===== src/rtl/clk_lock_supv.sv =====
// Clock-manager lock supervisor on the raw oscillator: sequences dcm_rst, qualifies lock, gates rstb.
// Define CLK_SUPV_FREQCHK_EN to add an mclk_tgl frequency check while in RUN.
module clk_lock_supv #(
    parameter int unsigned RST_HOLD     = 16,
    parameter int unsigned LOCK_TIMEOUT = 65535,
    parameter int unsigned STABLE_CNT   = 1024,
    parameter int unsigned MAX_RETRY    = 7,
    parameter int unsigned FC_WINDOW    = 1024,
    parameter int unsigned FC_MIN       = 60,
    parameter int unsigned FC_MAX       = 68
) (
    input  logic       osci,
    input  logic       RESET,
    input  logic       dcm_lock,
    input  logic       mclk_tgl,
    output logic       dcm_rst,
    output logic       rstb,
    output logic       sys_ready,
    output logic       fail,
    output logic [2:0] retry_cnt,
    output logic [2:0] state
);

    localparam int unsigned MaxA    = (RST_HOLD > LOCK_TIMEOUT) ? RST_HOLD : LOCK_TIMEOUT;
    localparam int unsigned MaxB    = (STABLE_CNT > FC_WINDOW) ? STABLE_CNT : FC_WINDOW;
    localparam int unsigned MaxLoad = (MaxA > MaxB) ? MaxA : MaxB;
    localparam int unsigned CntW    = $clog2(MaxLoad + 1);

    localparam logic [CntW-1:0] LoadHold    = CntW'(RST_HOLD - 1);
    localparam logic [CntW-1:0] LoadTimeout = CntW'(LOCK_TIMEOUT - 1);
    localparam logic [CntW-1:0] LoadStable  = CntW'(STABLE_CNT - 1);
    localparam logic [CntW-1:0] LoadWindow  = CntW'(FC_WINDOW - 1);
    localparam logic [CntW-1:0] CntOne      = CntW'(1);
    localparam logic [2:0]      MaxRetry    = 3'(MAX_RETRY);

    typedef enum logic [2:0] {
        StRstHold  = 3'd0,
        StWaitLock = 3'd1,
        StStable   = 3'd2,
        StRun      = 3'd3,
        StFail     = 3'd4
    } state_e;

    state_e          state_q, state_d;
    logic [CntW-1:0] cnt_q, cnt_d;
    logic [2:0]      retry_q, retry_d, retry_inc;
    logic            lock_s1_q, lock_s_q;
    logic            dcm_rst_q, rstb_q, sys_ready_q, fail_q;

`ifdef CLK_SUPV_FREQCHK_EN
    localparam int unsigned FcW = $clog2(FC_WINDOW + 1);

    logic           tgl_s1_q, tgl_s_q, tgl_d_q, fc_edge;
    logic [FcW-1:0] fc_cnt_q, fc_cnt_d, fc_sum;
    logic [31:0]    fc_sum32;
    logic           fc_bad;

    assign fc_edge  = tgl_s_q ^ tgl_d_q;
    assign fc_sum   = fc_cnt_q + FcW'(fc_edge);
    assign fc_sum32 = 32'(fc_sum);
    assign fc_bad   = (fc_sum32 < FC_MIN) || (fc_sum32 > FC_MAX);

    always_ff @(posedge osci) begin
        if (RESET) begin
            tgl_s1_q <= 1'b0;
            tgl_s_q  <= 1'b0;
            tgl_d_q  <= 1'b0;
            fc_cnt_q <= '0;
        end else begin
            tgl_s1_q <= mclk_tgl;
            tgl_s_q  <= tgl_s1_q;
            tgl_d_q  <= tgl_s_q;
            fc_cnt_q <= fc_cnt_d;
        end
    end
`else
    logic unused_fc;
    assign unused_fc = ^{mclk_tgl, FC_MIN[0], FC_MAX[0]};
`endif

    // Saturating increment; reaching MAX_RETRY sends the FSM to FAIL anyway.
    assign retry_inc = (retry_q >= MaxRetry) ? MaxRetry : retry_q + 3'd1;

    always_comb begin
        state_d = state_q;
        cnt_d   = cnt_q;
        retry_d = retry_q;
`ifdef CLK_SUPV_FREQCHK_EN
        fc_cnt_d = fc_cnt_q;
`endif
        case (state_q)
            StRstHold: begin
                if (cnt_q == '0) begin
                    state_d = StWaitLock;
                    cnt_d   = LoadTimeout;
                end else begin
                    cnt_d = cnt_q - CntOne;
                end
            end
            StWaitLock: begin
                // Lock takes priority over a timeout on the same cycle.
                if (lock_s_q) begin
                    state_d = StStable;
                    cnt_d   = LoadStable;
                end else if (cnt_q == '0) begin
                    retry_d = retry_inc;
                    state_d = (retry_inc == MaxRetry) ? StFail : StRstHold;
                    cnt_d   = LoadHold;
                end else begin
                    cnt_d = cnt_q - CntOne;
                end
            end
            StStable: begin
                if (!lock_s_q) begin
                    retry_d = retry_inc;
                    state_d = (retry_inc == MaxRetry) ? StFail : StRstHold;
                    cnt_d   = LoadHold;
                end else if (cnt_q == '0) begin
                    state_d = StRun;
                    retry_d = '0;
                    cnt_d   = LoadWindow;
`ifdef CLK_SUPV_FREQCHK_EN
                    fc_cnt_d = '0;
`endif
                end else begin
                    cnt_d = cnt_q - CntOne;
                end
            end
            StRun: begin
                if (!lock_s_q) begin
                    state_d = StRstHold;
                    cnt_d   = LoadHold;
                end
`ifdef CLK_SUPV_FREQCHK_EN
                else if (cnt_q == '0) begin
                    fc_cnt_d = '0;
                    if (fc_bad) begin
                        state_d = StRstHold;
                        cnt_d   = LoadHold;
                    end else begin
                        cnt_d = LoadWindow;
                    end
                end else begin
                    cnt_d    = cnt_q - CntOne;
                    fc_cnt_d = fc_sum;
                end
`endif
            end
            StFail: begin
                state_d = StFail;
            end
            default: begin
                state_d = StRstHold;
                cnt_d   = LoadHold;
            end
        endcase
    end

    always_ff @(posedge osci) begin
        if (RESET) begin
            state_q     <= StRstHold;
            cnt_q       <= LoadHold;
            retry_q     <= '0;
            lock_s1_q   <= 1'b0;
            lock_s_q    <= 1'b0;
            dcm_rst_q   <= 1'b1;
            rstb_q      <= 1'b0;
            sys_ready_q <= 1'b0;
            fail_q      <= 1'b0;
        end else begin
            state_q     <= state_d;
            cnt_q       <= cnt_d;
            retry_q     <= retry_d;
            lock_s1_q   <= dcm_lock;
            lock_s_q    <= lock_s1_q;
            // Outputs follow the next state so they change on the same edge as state.
            dcm_rst_q   <= (state_d == StRstHold) || (state_d == StFail);
            rstb_q      <= (state_d == StRun);
            sys_ready_q <= (state_d == StRun);
            fail_q      <= (state_d == StFail);
        end
    end

    assign dcm_rst   = dcm_rst_q;
    assign rstb      = rstb_q;
    assign sys_ready = sys_ready_q;
    assign fail      = fail_q;
    assign retry_cnt = retry_q;
    assign state     = state_q;

endmodule


===== config.mk =====
export PLATFORM = sky130hd
export DESIGN_NAME = clk_lock_supv
export DESIGN_NICKNAME = d
export VERILOG_FILES = /design/src/rtl/clk_lock_supv.sv
export SDC_FILE = /design/constraint.sdc
export NUM_CORES = 1
export LEC_CHECK = 0
export CAP_MARGIN = 40
export CELL_PAD_IN_SITES_DETAIL_PLACEMENT = 0
export CELL_PAD_IN_SITES_GLOBAL_PLACEMENT = 1
export CORE_MARGIN = 2
export CORE_UTILIZATION = 46
export DETAILED_ROUTE_END_ITERATION = 16
export PLACE_DENSITY_LB_ADDON = 0.1
export SYNTH_ARGS = -nofsm -noshare
export SYNTH_HDL_FRONTEND = slang
export SYNTH_SLANG_ARGS = --single-unit
export TNS_END_PERCENT = 20

===== constraint.sdc =====
create_clock -name osci -period 3.6 [get_ports osci]
set_clock_uncertainty 0.15 [all_clocks]
set_input_delay 0.54 -clock osci [delete_from_list [all_inputs] [get_ports osci]]
set_output_delay 0.54 -clock osci [all_outputs]
set_load 0.02 [all_outputs]

==> impl_metrics.ini, run 1 <==
[critical_path]
worst-setup-path-type = reg2out
crit-reg2reg-capture = cnt_q[5]
timing.critical_path.arrival_ns = 1.70
worstPathCellList = clkdlybuf4s50_1
r2r_setup_slack_ns = 1.27
crit_required_ns = 2.91
critPathTopFamily = buffers and inverters
rr_startpoint = cnt_q[0]
crit_slowest_cell = clkdlybuf4s50_1
setup.worst_path.start_class = register
critical-path-max-stage-delay_ns = 0.70
crit_fanout = 13
end_kind = output port
path_buf_inv = 1
number_of_cell_instances_on_the_worst_register_to_register_path = 7

[floorplanning]
die_h_um = 62.54
die_area_um2 = 3911
ios = 14
floorplan.die.width_um = 62.54
core_area_um2 = 3311
initial_utilization = 0.4762
row_count = 21

[power_and_ir_drop]
power_density_over_the_cells_nw_per_um2 = 278.2
max-vdd-ir-drop_uv = 121.2
fin_total_pwr_uw = 481.7
power.static_leakage_nw = 0.6425

[clock_tree]
clk_pin_slew_ns = 0.17
clockBufferDepth = 2
cts_num_sinks = 27
post_cts_resized = 0
cts_tree = built
clock_latency_reported_for_the_late_side_of_the_worst_skew_pair_ns = 0.34
cts-hold-fix-buffers = 0
root_buffer = clkbuf_4
numCtsBuffers = 3
post_cts_setup_repair_buffer_count = 0
clock_tree.htree_level_count = 1

[yosys]
synthArstFlopShare = 0
yosys_most_used_dff = dfxtp_1
synth-seq-cells = 27
synthMostInstantiatedCell = dfxtp_1
post_synth_instance_area_um2 = 1577
post-synth-top-area-fraction = 0.3429
yosysTopAreaCell = dfxtp_1
top_cells_by_area_synth = dfxtp_1 34%, nand2b_1 4.0%, nand2_1 3.3%, nor2_1 3.3%, o21ai_0 2.9%
synth-edff-count = 0
synth-warning-count = 0
post_synth_most_frequent_cells = 27 x dfxtp_1, 14 x nand2_1, 14 x nor2_1
synth_cells = 183
synth.lib_cells_used.distinct = 56
postSynthAreaPerCell_um2 = 8.615
synth_sequential_area_ratio = 0.3429
postSynthNetCount = 190

[grt]
largest_net_degree_at_the_start_of_global_routing = 17
number_of_global_route_vias_before_repair = 1276
antenna_found_initial = 0
global_route.usage.total = 0.1934
grt_first_pass_wirelength_um = 6168
grt_remaining_overflow = 0

[sta]
totalNegativeSetupSlack_ns = 0
finalHoldViolCount = 0
slew_headroom = 0.6028
finalSetupViolations = 0
upper_clock_frequency_limit_ghz = 0.4180
tightest_slew_ns = 0.5940
setup_slack_ns = 1.208
hold_ws_ns = 0.3100
fin_crit_ns = 2.392
layout_worst_path_cycle_share = 0.6645
finalMaxSlewViolations = 0
setup_repair_after_global_routing_missed_its_margin = no

[placed_design]
place_worst_setup_slack_ns = 1.101
placed_cell_area_um2 = 1702
place_hpwl_um = 2505
portBuffers = 12
place.gp.congestion = 0.8189

[routing]
dr_wl_met3_um = 66
dr.max_layer_used = met4
via_count = 1339
met1Wirelength_um = 1732
detailroute.wirelength.met2_um = 1590
detail_route.vias_per_cell = 5.674
post_detailed_routing_wire_length_um = 3442
wl_per_cell_um = 14.58
drt_iter0_drc = 53
remaining_drc_errors = 0
ant_nets = 0
firstDrtPassIters = 4

[final_layout]
multi_input_area_um2 = 949.7
final_area_um2 = 1732
fin_nets = 198
filler_cell_count = 339
area_occupied_by_registers_um2 = 540.5
antenna_cells_inserted = 0
final_layout_size_suffix_gt1_frac = 0.1000
flow.area_growth_from_synthesis_pct = 9.841

[worst_hold_path]
timing.hold.worst_endpoint = lock_s_q
worst_hold_startpoint = lock_s1_q
whs_path_depth = 1
min_path_type = reg2reg

[status]
status = complete, no violations

[run]
max_cap_violations = 0
-- placed cells by master (no fill, tap or decap), types with 5 or more instances in the layout --
cell type and n:
nor3_1 7, a21oi_1 8, o21ai_0 9, nor2b_1 5, nand2_1 14, dfxtp_1 27
o21ai_1 7, inv_1 7, nor2_1 14, clkdlybuf4s50_1 12, nand2b_1 10
-- worst max-delay path by stage --
| stage | endpoint | startpoint | cells after the start |
|---|---|---|---|
| CTS | state[0] | state[0] | 1 |
| global route | state[0] | state[0] | 1 |
| detailed placement | cnt_q[5] | RESET | 4 |
| finish | state[2] | state[2] | 1 |
| global placement | cnt_q[5] | RESET | 4 |
| floorplan | cnt_q[3] | cnt_q[0] | 7 |
-- where the power goes --
| part | switching (mW) | internal [mW] | leakage, nW |
|---|---|---|---|
| clock | 0.0993 | 0.0426 | 0.0139 |
| combinational | 0.0176 | 0.0138 | 0.410 |
| sequential | 0.00553 | 0.303 | 0.219 |
| total | 0.122 | 0.359 | 0.642 |
-- flip-flops by register name, indices dropped and copies added, names as in the netlist --
name / count
cnt_q: 16
dcm_rst: 1
fail: 1
lock_s1_q: 1
lock_s_q: 1
retry_cnt: 3
state: 3
sys_ready: 1
-- through the flow --
step | utilization | instances
2_1_floorplan | - | 183
3_3_place_gp | 0.5140 | 232
3_5_place_dp | 0.5140 | 232
4_1_cts | 0.5231 | 236
5_1_grt | 0.5231 | 236
6_report | 0.5231 | 236
-- cell families after synthesis --
logic type,count (synthesis),share of synthesized area
muxes,4,0.02540
AOI/OAI and AO/OA,55,0.2548
DFF,27,0.3429
xor gates and xnor gates,3,0.01667
and+or+nand+nor,74,0.2817
buffers and inverters,17,0.05476
adders and majority gates,3,0.02381
-- per-layer routing --
| layer | GRT usage | vias to the layer above |
|---|---|---|
| met4 | 0.06944 | 0 |
| met2 | 0.3105 | 15 |
| met3 | 0.02342 | 5 |
| met5 | 0 | - |
| met1 | 0.2671 | 629 |
| li1 | - | 690 |
-- area by class of cell --
type                    count  area share
inverters                   7     0.01517
clock inverters             1    0.004335
clock buffers               3     0.01301
repair buffers             13     0.07370
multi-input cells         139      0.5484
flip-flops and latches     27      0.3121
well taps                  46     0.03324
No activity file was read; power rests on OpenSTA's default activity.
==> run 2: changes to the inputs <==
--- a/config.mk
+++ b/config.mk
@@ -9,7 +9,7 @@
 export CELL_PAD_IN_SITES_DETAIL_PLACEMENT = 0
 export CELL_PAD_IN_SITES_GLOBAL_PLACEMENT = 1
 export CORE_MARGIN = 2
-export CORE_UTILIZATION = 46
+export CORE_UTILIZATION = 39
 export DETAILED_ROUTE_END_ITERATION = 16
 export PLACE_DENSITY_LB_ADDON = 0.1
 export SYNTH_ARGS = -nofsm -noshare
==> constraint.sdc (replaced) <==
create_clock -name osci -period 2 [get_ports osci]
set_clock_uncertainty 0.15 [all_clocks]
set_input_delay 0.3 -clock osci [delete_from_list [all_inputs] [get_ports osci]]
set_output_delay 0.3 -clock osci [all_outputs]
set_load 0.02 [all_outputs]
==> impl_metrics.ini, run 2 (same netlist as run 1, synthesis figures left out) <==
[clock_tree]
root_buffer = clkbuf_8
clk_pin_slew_ns = 0.10
cts_num_sinks = 27
cts-hold-fix-buffers = 0
cts_tree = built
clockBufferDepth = 2
numCtsBuffers = 3
clock_latency_reported_for_the_late_side_of_the_worst_skew_pair_ns = 0.27
clock_tree.htree_level_count = 1

[critical_path]
crit_required_ns = 2.03
crit-reg2reg-capture = cnt_q[6]
worst-setup-path-type = reg2reg
rr_startpoint = cnt_q[13]
number_of_cell_instances_on_the_worst_register_to_register_path = 6
timing.critical_path.arrival_ns = 2.03
end_kind = register
crit_fanout = 5
r2r_setup_slack_ns = -0.003
setup.worst_path.start_class = register

[final_layout]
layoutNonFillerInstCount = 267
antenna_cells_inserted = 0
leading_cell_types_in_the_layout_fill_and_taps_excluded = 26 x buf_4, 22 x dfxtp_1, 14 x nand2_1, 12 x nor2_1, 12 x clkdlybuf4s50_1
final_area_um2 = 2042
multi_input_area_um2 = 1015
layout.cells.most_common = buf_4
fin_nets = 225
flow.area_growth_from_synthesis_pct = 29.52
max_flop_register = cnt_q
area_occupied_by_registers_um2 = 546.8
filler_cell_count = 359
largest_reg_flops = 16
final_layout_size_suffix_gt1_frac = 0.2673

[grt]
number_of_global_route_vias_before_repair = 1455
grt_remaining_overflow = 0
largest_net_degree_at_the_start_of_global_routing = 15
grt_first_pass_wirelength_um = 6527
global_route.usage.total = 0.1882
antenna_found_initial = 0

[sta]
upper_clock_frequency_limit_ghz = 0.4991
setup_repair_after_global_routing_missed_its_margin = yes
finalHoldViolCount = 0
layout_worst_path_cycle_share = 1.002
finalSetupViolations = 2
tightest_slew_ns = 0.3979
finalMaxSlewViolations = 0
setup_slack_ns = -0.003441
slew_headroom = 0.7327
fin_crit_ns = 2.003

[run]
max_cap_violations = 0

[floorplanning]
initial_utilization = 0.3999
floorplan.die.width_um = 67.58
die_area_um2 = 4567
core_area_um2 = 3943
row_count = 23
ios = 14
die_h_um = 67.58

[power_and_ir_drop]
power.static_leakage_nw = 0.8124
power_density_over_the_cells_nw_per_um2 = 466.8
intPower_uw = 729.2
p_clk_frac = 0.332
pwr-share-comb = 0.091
max-vdd-ir-drop_uv = 343.8
power.net_switching_uw = 224.0
power_frac_seq = 0.577
p_sw_frac = 0.2350

[placed_design]
placed_cell_area_um2 = 1926
place_hpwl_um = 2964
portBuffers = 12
placedCellCount = 262
place.gp.congestion = 0.8054

[worst_hold_path]
timing.hold.worst_endpoint = lock_s_q
min_path_type = reg2reg
worst_hold_startpoint = lock_s1_q
whs_path_depth = 1

[routing]
wl_per_cell_um = 14.46
remaining_drc_errors = 0
firstDrtPassIters = 4
via_count = 1458
ant_nets = 0
drt_iter0_drc = 55
detail_route.vias_per_cell = 5.461
post_detailed_routing_wire_length_um = 3862

[status]
violations_in_the_final_reports = negative setup slack
status = complete, but fails checks
## run 2: changes by cell type in the layout (fill, tap and decap cells not counted), moves of 3 or more
cell	previous run	this run
clkbuf_8	0	3
buf_4	1	26
dfxtp_1	27	22
dfxtp_2	0	5
clkbuf_4	3	0
## run 2: final cells by class
class                      instances  area share
clock buffer                       4     0.02206
inverter                           7     0.01287
multi-input combinational        139      0.4969
sequential                        27      0.2678
tap                               50     0.03064
timing repair buffer              40      0.1697
## run 2: metal layers
metal / track usage / vias to the layer above / routed length, µm
met4: 0.06633 / 0 / 86
met1: 0.2300 / 686 / 1760
met3: 0.04500 / 6 / 136
met5: 0 / - / 0
li1: - / 739 / -
met2: 0.3199 / 27 / 1879
## run 2: worst max path at each step
| stage | startpoint | to | cells past startpoint |
|---|---|---|---|
| final | cnt_q[13] | cnt_q[6] | 6 |
| after global routing | cnt_q[0] | cnt_q[5] | 7 |
| after CTS | cnt_q[0] | cnt_q[6] | 8 |
| after detailed placement | cnt_q[0] | cnt_q[15] | 8 |
| after global placement | cnt_q[0] | cnt_q[6] | 8 |
| after floorplan | cnt_q[0] | cnt_q[5] | 7 |
## run 2: power groups by stage
stage | clock network [mW] | registers [mW] | logic (mW)
3_5_place_dp | 0 | 0.562 | 0.0784
3_3_place_gp | 0 | 0.562 | 0.0751
5_1_grt | 0.350 | 0.552 | 0.0976
4_1_cts | 0.332 | 0.550 | 0.0809
2_1_floorplan | 0 | 0.564 | 0.0442
6_report | 0.316 | 0.550 | 0.0866
## run 2: repair_timing
item	CTS	global route
setup endpoints to repair	3	17
pin swaps	0	7
resized for setup	1	14
setup buffers	0	1
hold endpoints to repair	0	0
## run 2: critical path, stage by stage, from the launching register on
cell,delay [ns]
dfxtp_1,0.38
nor4_4,0.39
and4_4,0.35
a211o_1,0.20
buf_6,0.13
nor2_1,0.04
a211o_1,0.26
## run 2: through the flow
stage	power, mW	setup TNS, ns	hold WS [ns]	setup slack (ns)	util
finish	0.9532	-0.005956	0.3137	-0.003441	0.5179
global route	0.9988	-0.4108	0.3330	-0.09720	0.5179
CTS	0.9629	-0.02913	0.3182	-0.02852	0.5021
detailed placement	0.6406	-0.04799	0.3029	-0.03275	0.4884
global placement	0.6369	-0.01623	0.2833	-0.01623	0.4884
floorplan	0.6080	0	0.2638	0.01177	-
==> run 3: changes to the inputs <==
--- a/config.mk
+++ b/config.mk
@@ -11,7 +11,8 @@
 export CORE_MARGIN = 2
 export CORE_UTILIZATION = 39
 export DETAILED_ROUTE_END_ITERATION = 16
-export PLACE_DENSITY_LB_ADDON = 0.1
+export PLACE_DENSITY = 0.81
+export SETUP_SLACK_MARGIN = 0.15
 export SYNTH_ARGS = -nofsm -noshare
 export SYNTH_HDL_FRONTEND = slang
 export SYNTH_SLANG_ARGS = --single-unit
==> impl_metrics.ini, run 3 (same netlist as run 1, synthesis figures left out) <==
[clock_tree]
clockBufferDepth = 2
cts_tree = built
cts-hold-fix-buffers = 0
numCtsBuffers = 3
clock_latency_reported_for_the_late_side_of_the_worst_skew_pair_ns = 0.28
root_buffer = clkbuf_8
clk_pin_slew_ns = 0.10
cts_num_sinks = 27
clock_tree.htree_level_count = 1

[routing]
detail_route.vias_per_cell = 5.691
post_detailed_routing_wire_length_um = 4160
via_count = 1548
firstDrtPassIters = 4
ant_nets = 0
drt_iter0_drc = 60
remaining_drc_errors = 0
wl_per_cell_um = 15.29

[critical_path]
crit_required_ns = 2.07
end_kind = register
critical-path-max-stage-delay_ns = 0.48
worstPathCellList = inv_2, ha_4, nor3b_4, and4_4, a211o_1, or4b_1, nand3b_1
timing.critical_path.arrival_ns = 2.07
crit_fanout = 4
setup.worst_path.start_class = register
crit-reg2reg-capture = cnt_q[5]
worst-setup-path-type = reg2reg
number_of_cell_instances_on_the_worst_register_to_register_path = 7
rr_startpoint = cnt_q[1]
crit_slowest_cell = or4b_1
r2r_setup_slack_ns = 0.002

[sta]
fin_crit_ns = 1.998
upper_clock_frequency_limit_ghz = 0.5006
hold_ws_ns = 0.2996
slew_headroom = 0.6841
layout_worst_path_cycle_share = 0.9989
finalMaxSlewViolations = 0
setup_repair_after_global_routing_missed_its_margin = yes
finalHoldViolCount = 0
totalNegativeSetupSlack_ns = 0
finalSetupViolations = 0
tightest_slew_ns = 0.4703

[worst_hold_path]
worst_hold_startpoint = lock_s1_q
whs_path_depth = 1
min_path_type = reg2reg
timing.hold.worst_endpoint = lock_s_q

[grt]
antenna_found_initial = 0
largest_net_degree_at_the_start_of_global_routing = 15
number_of_global_route_vias_before_repair = 1475
grt_first_pass_wirelength_um = 6672
global_route.usage.total = 0.1935
grt_remaining_overflow = 0

[final_layout]
leading_cell_types_in_the_layout_fill_and_taps_excluded = 30 x buf_4, 20 x dfxtp_1, 14 x nand2_1, 13 x nor2_1
flow.area_growth_from_synthesis_pct = 35.00
final_layout_size_suffix_gt1_frac = 0.3288
antenna_cells_inserted = 0
area_occupied_by_registers_um2 = 549.3
filler_cell_count = 342
max_flop_register = cnt_q
largest_reg_flops = 16
multi_input_area_um2 = 1065
layout.cells.most_common = buf_4
fin_nets = 230

[placed_design]
place.gp.congestion = 0.8992
portBuffers = 12
place_hpwl_um = 2919

[status]
status = complete, no violations

[floorplanning]
die_area_um2 = 4567
core_area_um2 = 3943
row_count = 23
initial_utilization = 0.3999
die_h_um = 67.58
floorplan.die.width_um = 67.58
ios = 14

[power_and_ir_drop]
power.static_leakage_nw = 0.8785
max-vdd-ir-drop_uv = 275.0
power_density_over_the_cells_nw_per_um2 = 448.9

[run]
max_cap_violations = 0
run 3: cell count changes in the layout (fill, tap and decap cells not counted), sizes merged:
cell           previous run  this run
dlymetal6s2s              0         1
buf                      28        33
clkdlybuf4s50            12        10
dlygate4sd2               0         1
run 3: what timing repair did:
item | 4_1_cts | 5_1_grt
endpoints found under the setup margin | 18 | 23
buffers inserted | 6 | 4
pin swaps | 10 | 13
resized for setup | 16 | 14
endpoints found under the hold margin | 0 | 0
run 3: stage by stage:
step / cell area (µm²) / util / std cells / power [mW] / worst slack (ns)
6_report: 2128 / 0.5398 / 272 / 0.9553 / 0.002261
3_3_place_gp: 1893 / 0.4802 / 258 / 0.6379 / 0.01896
2_1_floorplan: 1602 / - / 183 / 0.6111 / 0.03689
4_1_cts: 2034 / 0.5160 / 268 / 0.9572 / -0.01138
5_1_grt: 2128 / 0.5398 / 272 / 0.9936 / -0.03848
3_5_place_dp: 1893 / 0.4802 / 258 / 0.6416 / -0.03957
run 3: worst max path at each step:
stage	from	slack, ns	cells after the start	to
after floorplan	cnt_q[0]	0.04	7	cnt_q[5]
after global placement	cnt_q[1]	0.02	7	cnt_q[5]
after detailed placement	cnt_q[1]	-0.04	7	cnt_q[5]
after CTS	cnt_q[1]	-0.01	7	cnt_q[5]
after global routing	cnt_q[1]	-0.04	7	cnt_q[5]
final	cnt_q[1]	0.002	7	cnt_q[5]
run 3: final cells by class:
cell class,count,area share
repair buffers,45,0.1787
clock buffers,4,0.02116
multi-input cells,139,0.5003
inverters,7,0.01235
flip-flops and latches,27,0.2581
well taps,50,0.02939
run 3: report_power, final:
| part | internal, mW | total (mW) | leakage, nW | switching, mW |
|---|---|---|---|---|
| logic | 0.0440 | 0.0901 | 0.635 | 0.0461 |
| clock network | 0.143 | 0.315 | 0.0228 | 0.172 |
| registers | 0.545 | 0.551 | 0.221 | 0.00562 |
run 3: metal layers:
| layer | share of wire | track usage | routed length (µm) | vias to the layer above |
|---|---|---|---|---|
| li1 | - | - | - | 749 |
| met1 | 0.43 | 0.2363 | 1770 | 757 |
| met2 | 0.52 | 0.3346 | 2171 | 32 |
| met3 | 0.028 | 0.02167 | 118 | 10 |
| met4 | 0.024 | 0.09439 | 99 | 0 |
| met5 | 0 | 0 | 0 | - |
run 3: worst max-delay path, delay by kind of cell, from the launching register on:
| kind | cells | cell delay (ns) |
|---|---|---|
| flops | 1 | 0.35 |
| simple gates | 4 | 0.94 |
| fa+ha+maj | 1 | 0.15 |
| buf+inv | 1 | 0.04 |
| compound gates | 1 | 0.32 |
